**config.mk**
```make
export PLATFORM = sky130hd
export DESIGN_NAME = upd7800_clkgen
export DESIGN_NICKNAME = d
export VERILOG_FILES = /design/src/rtl/upd7800_clkgen.sv
export SDC_FILE = /design/constraint.sdc
export NUM_CORES = 1
export LEC_CHECK = 0
export CORE_UTILIZATION = 25
export DETAILED_ROUTE_END_ITERATION = 6
export RECOVER_POWER = 25
export SYNTH_ARGS = -nofsm -noshare
export SYNTH_HDL_FRONTEND = slang
export SYNTH_SLANG_ARGS = --single-unit
```
**constraint.sdc**
```tcl
create_clock -name CLK -period 1.6 [get_ports CLK]
set_input_delay 0.32 -clock CLK [delete_from_list [all_inputs] [get_ports CLK]]
set_output_delay 0.32 -clock CLK [all_outputs]
set_load 0.01 [all_outputs]
```
**src/rtl/upd7800_clkgen.sv**
```systemverilog
// -----------------------------------------------------------------------------
// upd7800_clkgen
//
// Clock-phase and reset sequencer for the upd7800 CPU core. It divides CLK into
// the core's four-step machine cycle, issuing one-CLK-wide enables for the
// CP1/CP2 rising and falling edges, and holds the core's active-low reset for
// RES_CYCLES machine cycles after any reset source lets go.
//
// Parameters
//   DIV         CLK cycles per phase step (1..255); machine cycle = 4*DIV CLK
//   RES_CYCLES  machine cycles RESETB stays low after release (1..255)
//
// Ports
//   CLK          in   system clock, rising edge
//   RES          in   synchronous active-high reset of the whole block
//   CE           in   run enable; 0 freezes the sequencer (pause / savestate)
//   SOFT_RES     in   CPU-only reset request; phases keep running
//   CP1_POSEDGE  out  step-0 enable pulse
//   CP1_NEGEDGE  out  step-1 enable pulse
//   CP2_POSEDGE  out  step-2 enable pulse
//   CP2_NEGEDGE  out  step-3 enable pulse
//   CP1, CP2     out  clock levels, set/cleared together with their pulses
//   PHASE        out  current step number 0..3
//   RESETB       out  active-low reset to the CPU core
// -----------------------------------------------------------------------------
// state         | meaning
// STEP_CP1_RISE | next issued pulse is CP1_POSEDGE
// STEP_CP1_FALL | next issued pulse is CP1_NEGEDGE
// STEP_CP2_RISE | next issued pulse is CP2_POSEDGE
// STEP_CP2_FALL | next issued pulse is CP2_NEGEDGE
// -----------------------------------------------------------------------------
module upd7800_clkgen #(
  parameter int unsigned DIV        = 1,
  parameter int unsigned RES_CYCLES = 16
) (
  input  logic       CLK,
  input  logic       RES,
  input  logic       CE,
  input  logic       SOFT_RES,
  output logic       CP1_POSEDGE,
  output logic       CP1_NEGEDGE,
  output logic       CP2_POSEDGE,
  output logic       CP2_NEGEDGE,
  output logic       CP1,
  output logic       CP2,
  output logic [1:0] PHASE,
  output logic       RESETB
);

  localparam int unsigned PRE_W  = (DIV > 1) ? $clog2(DIV) : 1;
  localparam int unsigned RCNT_W = $clog2(RES_CYCLES + 1);

  localparam logic [PRE_W-1:0]  PRE_LAST  = PRE_W'(DIV - 1);
  localparam logic [RCNT_W-1:0] RCNT_LOAD = RCNT_W'(RES_CYCLES);

  typedef enum logic [1:0] {
    STEP_CP1_RISE = 2'd0,
    STEP_CP1_FALL = 2'd1,
    STEP_CP2_RISE = 2'd2,
    STEP_CP2_FALL = 2'd3
  } step_e;

  // Pulse vector bit index equals the step that produced it.
  localparam int unsigned P_CP1R = 0;
  localparam int unsigned P_CP1F = 1;
  localparam int unsigned P_CP2R = 2;
  localparam int unsigned P_CP2F = 3;

  logic [PRE_W-1:0]  pre_q,   pre_d;
  step_e             step_q,  step_d;
  logic [3:0]        pulse_q, pulse_d;
  logic              cp1_q,   cp1_d;
  logic              cp2_q,   cp2_d;
  logic [RCNT_W-1:0] rcnt_q,  rcnt_d;

  function automatic step_e step_next(input step_e s);
    step_e n;
    case (s)
      STEP_CP1_RISE: n = STEP_CP1_FALL;
      STEP_CP1_FALL: n = STEP_CP2_RISE;
      STEP_CP2_RISE: n = STEP_CP2_FALL;
      default:       n = STEP_CP1_RISE;
    endcase
    return n;
  endfunction

  always_comb begin
    pre_d   = pre_q;
    step_d  = step_q;
    pulse_d = '0;
    cp1_d   = cp1_q;
    cp2_d   = cp2_q;
    rcnt_d  = rcnt_q;

    if (CE) begin
      // A pulse is issued only at the start of each step's prescaler window.
      if (pre_q == '0) begin
        case (step_q)
          STEP_CP1_RISE: begin
            pulse_d[P_CP1R] = 1'b1;
            cp1_d           = 1'b1;
          end
          STEP_CP1_FALL: begin
            pulse_d[P_CP1F] = 1'b1;
            cp1_d           = 1'b0;
          end
          STEP_CP2_RISE: begin
            pulse_d[P_CP2R] = 1'b1;
            cp2_d           = 1'b1;
          end
          default: begin
            pulse_d[P_CP2F] = 1'b1;
            cp2_d           = 1'b0;
          end
        endcase
      end

      if (pre_q == PRE_LAST) begin
        pre_d  = '0;
        step_d = step_next(step_q);
      end else begin
        pre_d = pre_q + 1'b1;
      end
    end

    // Stretch counter runs off the registered CP2_NEGEDGE, so a pulse already
    // visible when CE drops is still counted exactly once.
    if (SOFT_RES) begin
      rcnt_d = RCNT_LOAD;
    end else if (pulse_q[P_CP2F] && (rcnt_q != '0)) begin
      rcnt_d = rcnt_q - 1'b1;
    end
  end

  always_ff @(posedge CLK) begin
    if (RES) begin
      pre_q   <= '0;
      step_q  <= STEP_CP1_RISE;
      pulse_q <= '0;
      cp1_q   <= 1'b0;
      cp2_q   <= 1'b0;
      rcnt_q  <= RCNT_LOAD;
    end else begin
      pre_q   <= pre_d;
      step_q  <= step_d;
      pulse_q <= pulse_d;
      cp1_q   <= cp1_d;
      cp2_q   <= cp2_d;
      rcnt_q  <= rcnt_d;
    end
  end

  assign CP1_POSEDGE = pulse_q[P_CP1R];
  assign CP1_NEGEDGE = pulse_q[P_CP1F];
  assign CP2_POSEDGE = pulse_q[P_CP2R];
  assign CP2_NEGEDGE = pulse_q[P_CP2F];
  assign CP1         = cp1_q;
  assign CP2         = cp2_q;
  assign PHASE       = step_q;
  assign RESETB      = (rcnt_q == '0);

endmodule

```
==> impl_metrics.py <==
metrics = {
    "run_status": {
        "status": "complete, but fails checks",
        "violations": "setup timing",
    },
    "synthesis": {
        "syn-num-nets": 69,
        "avgSynthCellArea_um2": 9.967,
        "yosysTopAreaCellShare_pct": 44.26,
        "ys_top_cells_by_area": "dfxtp_1, ha_1, or4b_4",
        "synth-seq-cells": 13,
        "netlist_area_um2": 588.1,
        "synth_area_leader_cell": "dfxtp_1",
        "ys_seq_area_share_pct": 44.26,
        "yosysUniqueCellTypes": 22,
        "ys.warnings.count": 0,
        "netlist_instances": 59,
    },
    "setup_path": {
        "r2r_start": "rcnt_q[0]",
        "required_ns": 1.28,
        "arrival_ns": 1.43,
        "critPathKind": "register to output port",
        "reg2reg_slack_ns": 0.08,
        "cp_max_fo": 2,
        "cp_slowest_cell": "or4b_4",
        "reg2reg_depth": 6,
        "r2r-end": "rcnt_q[4]",
        "cp_cell_sequence": "inv_2 -> ha_4 -> or4b_4 -> inv_2 -> buf_6",
        "max_stage_delay_ns": 0.46,
        "endpoint_kind": "output port",
        "critPathLaunchType": "register",
        "crit_path_frequent_cell": "inv_2",
    },
    "pwr": {
        "power_frac_seq_pct": 54.9,
        "pwr-share-clk_pct": 31.2,
        "p_sw_mw": 0.1502,
        "p_per_area_nw_per_um2": 727.0,
        "internal_power_mw": 0.4792,
        "combPwrFrac_pct": 13.9,
        "switching_share_pct": 23.86,
        "ir_drop_v": 0.0003529,
        "p_leak_nw": 0.3462,
    },
    "placement": {
        "port-buffer-count": 12,
        "gp_congestion": 0.7125,
        "dp_hpwl_um": 873.4,
        "dp_cells": 109,
    },
    "global_routing": {
        "gr-total-overflow": 0,
        "antenna_found_initial": 0,
        "grt_pass1_wl_mm": 1.876,
        "grt_pass1_vias": 476,
        "grt_start_max_net_pins": 9,
        "grt.total_usage_pct": 10.02,
    },
    "min_path": {
        "hp-class": "register to register",
        "hold_end": "rcnt_q[4]",
        "hold_depth": 2,
        "hold_start": "rcnt_q[4]",
    },
    "floorplanning": {
        "core_region_area_um2": 2212,
        "die_y_um": 50.50,
        "initial_core_util_pct": 26.58,
        "pin_count": 13,
        "die_w_um": 50.50,
        "die_area_um2": 2550,
        "rows": 17,
    },
    "layout": {
        "final_nets": 96,
        "final-seq-area_um2": 266.5,
        "diodes": 0,
        "nFillCells": 237,
        "final_cell_count_no_fill": 113,
        "final_layout_size_suffix_gt1_share_pct": 32.94,
        "area_growth_pct": 47.23,
        "multi_input_area_um2": 321.6,
    },
    "clock_tree": {
        "clkSinkCount": 13,
        "clk_latency_ns": 0.27,
        "cts_made_buffers": 3,
        "ctsLongestPathBuffers": 2,
        "h-tree-depth": 1,
        "cts_root_buffer": "clkbuf_4",
        "cts_tree": "built",
        "clk_pin_slew_ns": 0.08,
    },
    "detailed_routing": {
        "drt-total-wl_mm": 1.082,
        "wire_per_inst_um": 9.575,
        "first_pass_iters": 4,
        "initialDrtViolationCount": 3,
        "drcViolationCount": 0,
        "via_per_inst": 4.434,
        "ant_nets": 0,
        "vias": 501,
    },
    "flow_run": {
        "maxCapViolations": 0,
    },
    "sta": {
        "rsz0062_at_grt": "yes",
        "setup_viol": 1,
        "max-slew-margin-rel_pct": 82.99,
        "tightest_slew_ns": 0.2542,
        "hold_viol_final": 0,
        "maxSlewViolCount": 0,
        "fin_crit_ns": 1.752,
        "layout_worst_path_cycle_share_pct": 109.5,
        "tns_ns": -0.1521,
        "finalClockSkew_ns": 0.0005865,
        "worst_slack_ns": -0.1521,
        "fmax_mhz": 570.7,
    },
}
[power by group through the flow]
stage,clock network (mW),logic [mW],registers (mW)
floorplan,0,0.0356,0.356
global placement,0,0.0876,0.352
detailed placement,0,0.0879,0.352
CTS,0.209,0.0888,0.346
global route,0.237,0.0975,0.349
finish,0.196,0.0876,0.346
[per-layer routing]
metal | share of wire, % | global-route usage (%) | up-vias
li1 | - | - | 260
met1 | 46 | 11.48 | 229
met2 | 49 | 16.67 | 10
met3 | 4.5 | 2.727 | 2
met4 | 0.74 | 5.556 | 0
met5 | 0 | 0 | -
[cells in the final DEF (no fill, tap or decap), types with 2 or more instances in the layout]
cell type,n
nor2_1,7
clkbuf_4,3
buf_4,10
nand2_1,3
a21oi_1,2
inv_2,3
nand3_1,2
or4b_4,2
dfxtp_2,5
inv_1,2
and2_1,4
clkdlybuf4s50_1,11
dfxtp_1,8
a211oi_1,2
mux2i_1,2
a21boi_1,2
ha_1,5
[through the flow]
stage / util [%] / instance area [um^2] / power [mW] / setup slack (ns) / hold slack [ns]
after floorplan: - / 588.1 / 0.3921 / 0.1453 / 0.3924
after detailed placement: 36.99 / 818.3 / 0.4403 / -0.3254 / 0.4949
after CTS: 39.42 / 872.1 / 0.6437 / -0.1697 / 0.5136
final: 39.14 / 865.8 / 0.6294 / -0.1521 / 0.5060
after global placement: 36.99 / 818.3 / 0.4399 / -0.2677 / 0.4905
after global routing: 39.14 / 865.8 / 0.6833 / -0.2379 / 0.5469
[Yosys cell counts]
master    count
or4b_2        1
and2_1        4
o21ai_0       1
nand3_1       2
nor4b_2       1
a31o_1        1
a211oi_1      2
a21boi_1      2
o31ai_1       1
or3_1         1
nor2_1        7
a21oi_1       2
a21o_1        1
mux2i_1       2
nor3b_1       1
or4b_4        2
dfxtp_1      13
ha_1          6
nand2_1       3
inv_1         4
nor2b_1       1
inv_2         1
[worst max path at each step]
stage                            to  depth (start not counted)  slack, ns  startpoint
after floorplan           rcnt_q[3]                          6       0.15   rcnt_q[0]
after global routing         RESETB                          5      -0.24   rcnt_q[1]
after CTS                    RESETB                          5      -0.17   rcnt_q[1]
after detailed placement     RESETB                          5      -0.33   rcnt_q[0]
after global placement       RESETB                          5      -0.27   rcnt_q[0]
final                        RESETB                          5      -0.15   rcnt_q[1]
[logic make-up (layout without fill, tap and decap cells)]
family | count (synthesis) | in the layout | synth area share [%]
AOI/OAI and AO/OA | 10 | 10 | 11.70
and+or+nand+nor | 23 | 23 | 24.68
buffers and inverters | 5 | 31 | 3.190
DFF | 13 | 13 | 44.26
adders and majority gates | 6 | 6 | 12.77
muxes | 2 | 2 | 3.404
[state kept, by name, indices dropped and copies added, names as in the netlist]
register,flops
CP1,1
rcnt_q,5
pulse_q,4
CP2,1
PHASE,2
[area by class of cell]
cell class / instances / share of cell area [%]
Clock inverter: 1 / 0.5780
Inverter: 5 / 2.168
Tap cell: 28 / 4.046
Multi-Input combinational cell: 41 / 37.14
Timing Repair Buffer: 22 / 22.69
Clock buffer: 3 / 2.601
Sequential cell: 13 / 30.78
[timing repair]
| item | 4_1_cts | 5_1_grt |
|---|---|---|
| pin swaps | 1 | 0 |
| endpoints found under the setup margin | 3 | 4 |
| hold endpoints to repair | 0 | 0 |
| hold buffers | 0 | 0 |
| setup buffers | 1 | 0 |
| resized for setup | 13 | 1 |
[worst max-delay path: cells and delay by family, from the launching register on]
| kind | cells | cell delay, ns |
|---|---|---|
| flops | 1 | 0.33 |
| fa+ha+maj | 1 | 0.13 |
| buf+inv | 3 | 0.24 |
| simple gates | 1 | 0.46 |
No activity file was read; power rests on OpenSTA's default activity.
